### src/rtl/delta_event_aggregator_if.sv
// Single-cycle register port between the AXI4-Lite bridge and the delta event aggregator.
interface delta_event_aggregator_if;
    logic        REG_WE;
    logic        REG_RE;
    logic [7:0]  REG_ADDR;
    logic [31:0] REG_WDATA;
    logic [31:0] REG_RDATA;
    logic        REG_RVALID;

    modport master (
        output REG_WE, REG_RE, REG_ADDR, REG_WDATA,
        input  REG_RDATA, REG_RVALID
    );

    modport slave (
        input  REG_WE, REG_RE, REG_ADDR, REG_WDATA,
        output REG_RDATA, REG_RVALID
    );
endinterface

### src/rtl/delta_event_aggregator.sv
// Multi-channel change detector with sticky pending bits, first-event snapshots,
// saturating per-channel counters and one coalesced interrupt with hold-off.
module delta_event_aggregator #(
    parameter int NUM_CH        = 4,
    parameter int DATA_WIDTH    = 32,
    parameter int CNT_WIDTH     = 16,
    parameter int HOLDOFF_WIDTH = 8
) (
    input  logic                         ACLK,
    input  logic                         ARESET,
    input  logic [NUM_CH*DATA_WIDTH-1:0] CH_DATA,
    delta_event_aggregator_if.slave      reg_if,
    output logic                         IRQ
);
    logic [63:0]                           ts_q;
    logic [31:0]                           tshi_q;
    logic [NUM_CH*DATA_WIDTH-1:0]          sample_q;
    logic                                  prime_q;
    logic [NUM_CH-1:0]                     mask_q;
    logic [2*NUM_CH-1:0]                   mode_q;
    logic [HOLDOFF_WIDTH-1:0]              hold_q;
    logic [HOLDOFF_WIDTH-1:0]              hcnt_q;
    logic                                  irq_q;
    logic [31:0]                           rdata_q, rdata_d;
    logic                                  rvalid_q;

    logic [NUM_CH-1:0]                     pend_w;
    logic [NUM_CH-1:0][CNT_WIDTH-1:0]      cnt_w;
    logic [NUM_CH-1:0][DATA_WIDTH-1:0]     val_w;
    logic [NUM_CH-1:0][63:0]               snap_w;
    logic [NUM_CH-1:0]                     clr_w;
    logic [5:0]                            widx;
    logic                                  mp;
    logic                                  unused_bits;

    assign widx        = reg_if.REG_ADDR[7:2];
    assign clr_w       = (reg_if.REG_WE && widx == 6'h00) ? reg_if.REG_WDATA[NUM_CH-1:0] : '0;
    assign mp          = |(pend_w & mask_q);
    assign unused_bits = ^{reg_if.REG_WDATA, reg_if.REG_ADDR[1:0]};

    // Events are judged against the pre-write MODE because mode_q only moves on this edge.
    for (genvar c = 0; c < NUM_CH; c++) begin : g_lane
        delta_event_lane #(.DW(DATA_WIDTH), .CW(CNT_WIDTH)) u_lane (
            .clk_i    (ACLK),
            .rst_i    (ARESET),
            .prime_i  (prime_q),
            .mode_i   (mode_q[2*c +: 2]),
            .sample_i (sample_q[c*DATA_WIDTH +: DATA_WIDTH]),
            .data_i   (CH_DATA[c*DATA_WIDTH +: DATA_WIDTH]),
            .ts_i     (ts_q),
            .clr_i    (clr_w[c]),
            .pend_o   (pend_w[c]),
            .cnt_o    (cnt_w[c]),
            .val_o    (val_w[c]),
            .snap_o   (snap_w[c])
        );
    end

    always_comb begin
        rdata_d = '0;
        case (widx)
            6'h00:   rdata_d = 32'(pend_w);
            6'h01:   rdata_d = 32'(mask_q);
            6'h02:   rdata_d = 32'(mode_q);
            6'h03:   rdata_d = 32'(hold_q);
            6'h04:   rdata_d = ts_q[31:0];
            6'h05:   rdata_d = tshi_q;
            default: begin
                for (int c = 0; c < NUM_CH; c++) begin
                    if (reg_if.REG_ADDR[7:4] == 4'(c + 2)) begin
                        case (reg_if.REG_ADDR[3:2])
                            2'd0:    rdata_d = 32'(val_w[c]);
                            2'd1:    rdata_d = snap_w[c][31:0];
                            2'd2:    rdata_d = snap_w[c][63:32];
                            default: rdata_d = 32'(cnt_w[c]);
                        endcase
                    end
                end
            end
        endcase
    end

    always_ff @(posedge ACLK or posedge ARESET) begin
        if (ARESET) begin
            ts_q     <= '0;
            tshi_q   <= '0;
            sample_q <= '0;
            prime_q  <= 1'b0;
            mask_q   <= '0;
            mode_q   <= '0;
            hold_q   <= '0;
            hcnt_q   <= '0;
            irq_q    <= 1'b0;
            rdata_q  <= '0;
            rvalid_q <= 1'b0;
        end else begin
            ts_q     <= ts_q + 64'd1;
            sample_q <= CH_DATA;
            prime_q  <= 1'b1;
            rvalid_q <= reg_if.REG_RE;
            if (reg_if.REG_RE) begin
                rdata_q <= rdata_d;
                // Reading TS_LO freezes the upper half so the pair reads coherently.
                if (widx == 6'h04) tshi_q <= ts_q[63:32];
            end
            if (reg_if.REG_WE) begin
                case (widx)
                    6'h01:   mask_q <= reg_if.REG_WDATA[NUM_CH-1:0];
                    6'h02:   mode_q <= reg_if.REG_WDATA[2*NUM_CH-1:0];
                    6'h03:   hold_q <= reg_if.REG_WDATA[HOLDOFF_WIDTH-1:0];
                    default: ;
                endcase
            end
            irq_q <= mp && (hcnt_q >= hold_q);
            if (!mp)          hcnt_q <= '0;
            else if (!(&hcnt_q)) hcnt_q <= hcnt_q + HOLDOFF_WIDTH'(1);
        end
    end

    assign IRQ               = irq_q;
    assign reg_if.REG_RDATA  = rdata_q;
    assign reg_if.REG_RVALID = rvalid_q;
endmodule

// Per-channel event detect plus sticky pending, snapshot and saturating counter.
module delta_event_lane #(
    parameter int DW = 32,
    parameter int CW = 16
) (
    input  logic          clk_i,
    input  logic          rst_i,
    input  logic          prime_i,
    input  logic [1:0]    mode_i,
    input  logic [DW-1:0] sample_i,
    input  logic [DW-1:0] data_i,
    input  logic [63:0]   ts_i,
    input  logic          clr_i,
    output logic          pend_o,
    output logic [CW-1:0] cnt_o,
    output logic [DW-1:0] val_o,
    output logic [63:0]   snap_o
);
    logic          ev;
    logic          pend_q;
    logic [CW-1:0] cnt_q;
    logic [DW-1:0] val_q;
    logic [63:0]   snap_q;

    always_comb begin
        ev = 1'b0;
        if (prime_i) begin
            case (mode_i)
                2'b00:   ev = (sample_i != data_i);
                2'b01:   ev = !sample_i[0] && data_i[0];
                2'b10:   ev = sample_i[0] && !data_i[0];
                default: ev = 1'b0;
            endcase
        end
    end

    // An event coinciding with a W1C wins and restarts the channel as a fresh first event.
    always_ff @(posedge clk_i or posedge rst_i) begin
        if (rst_i) begin
            pend_q <= 1'b0;
            cnt_q  <= '0;
            val_q  <= '0;
            snap_q <= '0;
        end else if (ev) begin
            pend_q <= 1'b1;
            if (!pend_q || clr_i) begin
                val_q  <= data_i;
                snap_q <= ts_i;
            end
            if (clr_i)          cnt_q <= CW'(1);
            else if (!(&cnt_q)) cnt_q <= cnt_q + CW'(1);
        end else if (clr_i) begin
            pend_q <= 1'b0;
            cnt_q  <= '0;
        end
    end

    assign pend_o = pend_q;
    assign cnt_o  = cnt_q;
    assign val_o  = val_q;
    assign snap_o = snap_q;
endmodule

### src/flat_wrapper.sv
// flat-port wrapper written by rule: the top's interface ports become plain ports
module delta_event_aggregator_flat 
#(
    parameter int NUM_CH        = 4,
    parameter int DATA_WIDTH    = 32,
    parameter int CNT_WIDTH     = 16,
    parameter int HOLDOFF_WIDTH = 8
)
  (ACLK, ARESET, CH_DATA, IRQ, reg_if_REG_WE, reg_if_REG_RE, reg_if_REG_ADDR, reg_if_REG_WDATA, reg_if_REG_RDATA, reg_if_REG_RVALID);
  delta_event_aggregator_if reg_if_i ();
  input  logic ACLK;
  input  logic ARESET;
  input  logic [NUM_CH*DATA_WIDTH-1:0] CH_DATA;
  output logic IRQ;
  input wire logic [$bits(reg_if_i.REG_WE)-1:0] reg_if_REG_WE;
  input wire logic [$bits(reg_if_i.REG_RE)-1:0] reg_if_REG_RE;
  input wire logic [$bits(reg_if_i.REG_ADDR)-1:0] reg_if_REG_ADDR;
  input wire logic [$bits(reg_if_i.REG_WDATA)-1:0] reg_if_REG_WDATA;
  output wire logic [$bits(reg_if_i.REG_RDATA)-1:0] reg_if_REG_RDATA;
  output wire logic [$bits(reg_if_i.REG_RVALID)-1:0] reg_if_REG_RVALID;
  assign reg_if_i.REG_WE = reg_if_REG_WE;
  assign reg_if_i.REG_RE = reg_if_REG_RE;
  assign reg_if_i.REG_ADDR = reg_if_REG_ADDR;
  assign reg_if_i.REG_WDATA = reg_if_REG_WDATA;
  assign reg_if_REG_RDATA = reg_if_i.REG_RDATA;
  assign reg_if_REG_RVALID = reg_if_i.REG_RVALID;
  delta_event_aggregator #(.NUM_CH(NUM_CH), .DATA_WIDTH(DATA_WIDTH), .CNT_WIDTH(CNT_WIDTH), .HOLDOFF_WIDTH(HOLDOFF_WIDTH)) u_core (.ACLK(ACLK), .ARESET(ARESET), .CH_DATA(CH_DATA), .reg_if(reg_if_i), .IRQ(IRQ));
endmodule
### config.mk
export PLATFORM = sky130hd
export DESIGN_NAME = delta_event_aggregator_flat
export DESIGN_NICKNAME = d
export VERILOG_FILES = /design/src/rtl/delta_event_aggregator_if.sv /design/src/rtl/delta_event_aggregator.sv /design/src/flat_wrapper.sv
export SDC_FILE = /design/constraint.sdc
export NUM_CORES = 2
export LEC_CHECK = 0
export CORE_MARGIN = 2
export CORE_UTILIZATION = 55
export CTS_BUF_LIST = sky130_fd_sc_hd__clkbuf_8
export DETAILED_ROUTE_END_ITERATION = 8
export PLACE_DENSITY = 0.74
export SKIP_LAST_GASP = 1
export SLEW_MARGIN = 20
export SYNTH_ARGS = -nofsm -noshare
export SYNTH_HDL_FRONTEND = slang
export SYNTH_SLANG_ARGS = --single-unit
### constraint.sdc
create_clock -name ACLK -period 30.3 [get_ports ACLK]
set_input_delay 4.545 -clock ACLK [delete_from_list [all_inputs] [get_ports ACLK]]
set_output_delay 4.545 -clock ACLK [all_outputs]
set_load 0.005 [all_outputs]
==> metrics.cfg <==
[setup_path]
end_kind=flop
r2r-end=u_core.g_lane[2].u_lane.val_o[18]
crit_fanout=62
timing.setup.critical_path_class=in2reg
startpoint_type=input pin
cp_data_required_time_ns=30.91
reg2reg_depth=8
arrival_ns=8.96
rrSetupSlack_ns=25.91
crit-reg2reg-launch=u_core.sample_q[85]

[cts]
root_buffer=clkbuf_8
post_cts_buffers=0
clkSlewWorstSetupHoldPaths_ns=0.06
cts_tree=done
htree_levels=3
cts_buffers=116
post_cts_resized=0
clockBufferDepth=3
cts_sinks=739
clock_latency_ns=0.74
hold_buffers=0

[logic_synthesis]
yosysSeqAreaShare=0.551
ys_types=67
async_flop_share=1.00
ys_ff_latch=739
synth-edff-count=0
synth.cell_area_um2=33600
yosysWarnings=0
syn_inst=2632
syn_area_per_cell_um2=12.8
synth_ff_type=dfrtp_1
synth_nets=2826

[drt]
vias_per_cell=6.15
drc=0
drt_pass1_iterations=5
vias=22400
wl_per_cell_um=24.6
drt-total-wl_um=89700
antenna_left=0
drtIter0Drc=2003

[global_routing]
antenna_found_initial=4
grt_use_total=0.288
overflow=0
grt_max_degree=180
grt_pass1_vias=22800
grt_pass1_wl_um=137000

[sta]
rsz0062_at_grt=no
drv_slew=0
post-route-min-period_ns=8.35
fin_ws_ns=21.95
setup_tns_ns=0
worst_pin_slew_ns=1.06
fin_hold_ws_ns=0.492
clock_skew_ns=0.0372
relSlewSlack=0.294
setup_viol=0
max_freq_mhz=120
hold_viol_final=0
timing.final.crit_share=0.275

[finish]
fin_area_um2=38000
final_cells=3647
area.growth.synth_to_final_pct=13.3
nets=2966
drive_gt1_frac=0.248

[floorplanning]
fp.dieArea_um2=63000
die_w_um=251
rows=90
dieHeight_um=251
core_area_um2=60400
ioPinCount=206
initial_core_util=0.556

[placed_design]
place.gp.congestion=0.895
detailed_place_hpwl_um=62800
portBuffers=179
dp_slack_ns=21.02
dp_cells=3436
place_area_um2=35700

[run_status]
status=finished clean

[power_and_ir_drop]
power.density_nw_per_um2=57.9
ir_drop_mv=0.0368
leakagePower_nw=17.3

[hold_path]
min-delay-start=u_core.g_lane[0].u_lane.snap_o[36]
min_delay_path_depth=1
min_to=u_core.g_lane[0].u_lane.snap_o[36]
holdCritPathClass=reg2reg

[flow_run]
max_cap_viol_count=0

registers in the layout (all words and copies together), names as in the netlist:
register / cells
u_core.g_lane.u_lane.snap_o: 256
u_core.tshi_q: 32
u_core.hcnt_q: 8
u_core.hold_q: 8
u_core.g_lane.u_lane.val_o: 128
u_core.g_lane.u_lane.pend_o: 4
u_core.mode_q: 8
u_core.IRQ: 1
u_core.sample_q: 128
u_core.g_lane.u_lane.cnt_o: 64
u_core.prime_q: 1
u_core.reg_if.REG_RDATA: 32
u_core.ts_q: 64
u_core.mask_q: 4
u_core.reg_if.REG_RVALID: 1
metrics by stage:
step	power (mW)	util
5_1_grt	2.29	0.630
6_report	2.20	0.630
2_1_floorplan	1.26	-
3_5_place_dp	1.38	0.591
3_3_place_gp	1.37	0.591
4_1_cts	2.21	0.630
synthesized netlist by cell type, types with 22 or more instances:
cell type | n | area (µm²)
a21oi_1 | 101 | 505
a222oi_1 | 25 | 250
a22oi_1 | 31 | 233
and3_1 | 34 | 213
buf_2 | 60 | 300
clkbuf_1 | 70 | 263
dfrtp_1 | 739 | 18500
ha_1 | 22 | 275
inv_1 | 46 | 173
mux2_2 | 430 | 4840
mux2i_1 | 67 | 671
mux4_2 | 64 | 1440
nand2_1 | 119 | 447
nand3_1 | 47 | 235
nand4_1 | 71 | 444
nor2_1 | 137 | 514
o211ai_1 | 33 | 248
o21ai_0 | 78 | 390
or3_1 | 32 | 200
or4_1 | 32 | 240
xnor2_1 | 162 | 1420
xor2_1 | 28 | 245
worst max-delay path by stage:
stage / startpoint / to / slack [ns] / cells after the start
final: CH_DATA[85] / u_core.g_lane[2].u_lane.val_o[18] / 21.95 / 9
after global routing: CH_DATA[85] / u_core.g_lane[2].u_lane.snap_o[24] / 21.86 / 9
after CTS: CH_DATA[85] / u_core.g_lane[2].u_lane.snap_o[24] / 21.80 / 9
after detailed placement: CH_DATA[85] / u_core.g_lane[2].u_lane.snap_o[20] / 21.02 / 9
after global placement: CH_DATA[85] / u_core.g_lane[2].u_lane.snap_o[52] / 21.17 / 9
after floorplan: ARESET / u_core.IRQ / 5.02 / 1
worst max-delay path, stage by stage:
cell and delay, ns:
clkdlybuf4s50_1 0.47, xnor2_1 0.55, nand4_1 0.23, nor4_1 0.37, a311oi_1 0.21, o21ai_4 0.65
nand2b_4 0.62, buf_4 0.81, mux2_2 0.42
cell type report:
class                   count  area (µm²)
diodes                      3        7.51
clock buffers             148        2040
clock inverters            60         304
fillers                  4569       22300
inverters                  46         180
multi-input cells        1665       14000
flip-flops and latches    739       18500
well taps                 782         978
repair buffers            204        2000
placed cells by master, fill, tap and decap left out, types with 31 or more instances in the layout:
cell type / count
and3_1: 33
nor2_1: 137
inv_1: 90
dfrtp_1: 739
o21ai_0: 78
mux2_2: 430
nand4_1: 71
nand2_1: 117
a22oi_1: 31
mux4_2: 64
clkdlybuf4s50_1: 176
xnor2_1: 162
or4_1: 32
a21oi_1: 101
o211ai_1: 33
clkbuf_8: 148
mux2i_1: 67
or3_1: 32
nand3_1: 47
where the power goes:
part	switching (mW)	total [mW]	internal (mW)
clock	0.395	0.840	0.445
sequential	0.0745	1.13	1.05
combinational	0.117	0.232	0.115
cells by family (layout without fill, tap and decap cells):
family          count (synthesis)  in the layout  share of synthesized area
simple gates                  545            545                     0.0841
compound gates                340            340                     0.0653
xor+xnor                      190            190                     0.0496
mux                           567            567                      0.209
other cells                     1              4                   0.000112
buf+inv                       228            458                     0.0326
fa+ha+maj                      22             22                    0.00820
flops                         739            739                      0.551
metal layers:
metal,part of all wire,global-route usage,vias up
li1,-,-,9849
met3,0.059,0.0430,150
met5,0,0,-
met2,0.50,0.479,794
met4,0.032,0.107,0
met1,0.41,0.388,11600
Power figures use the tool's default switching activity.
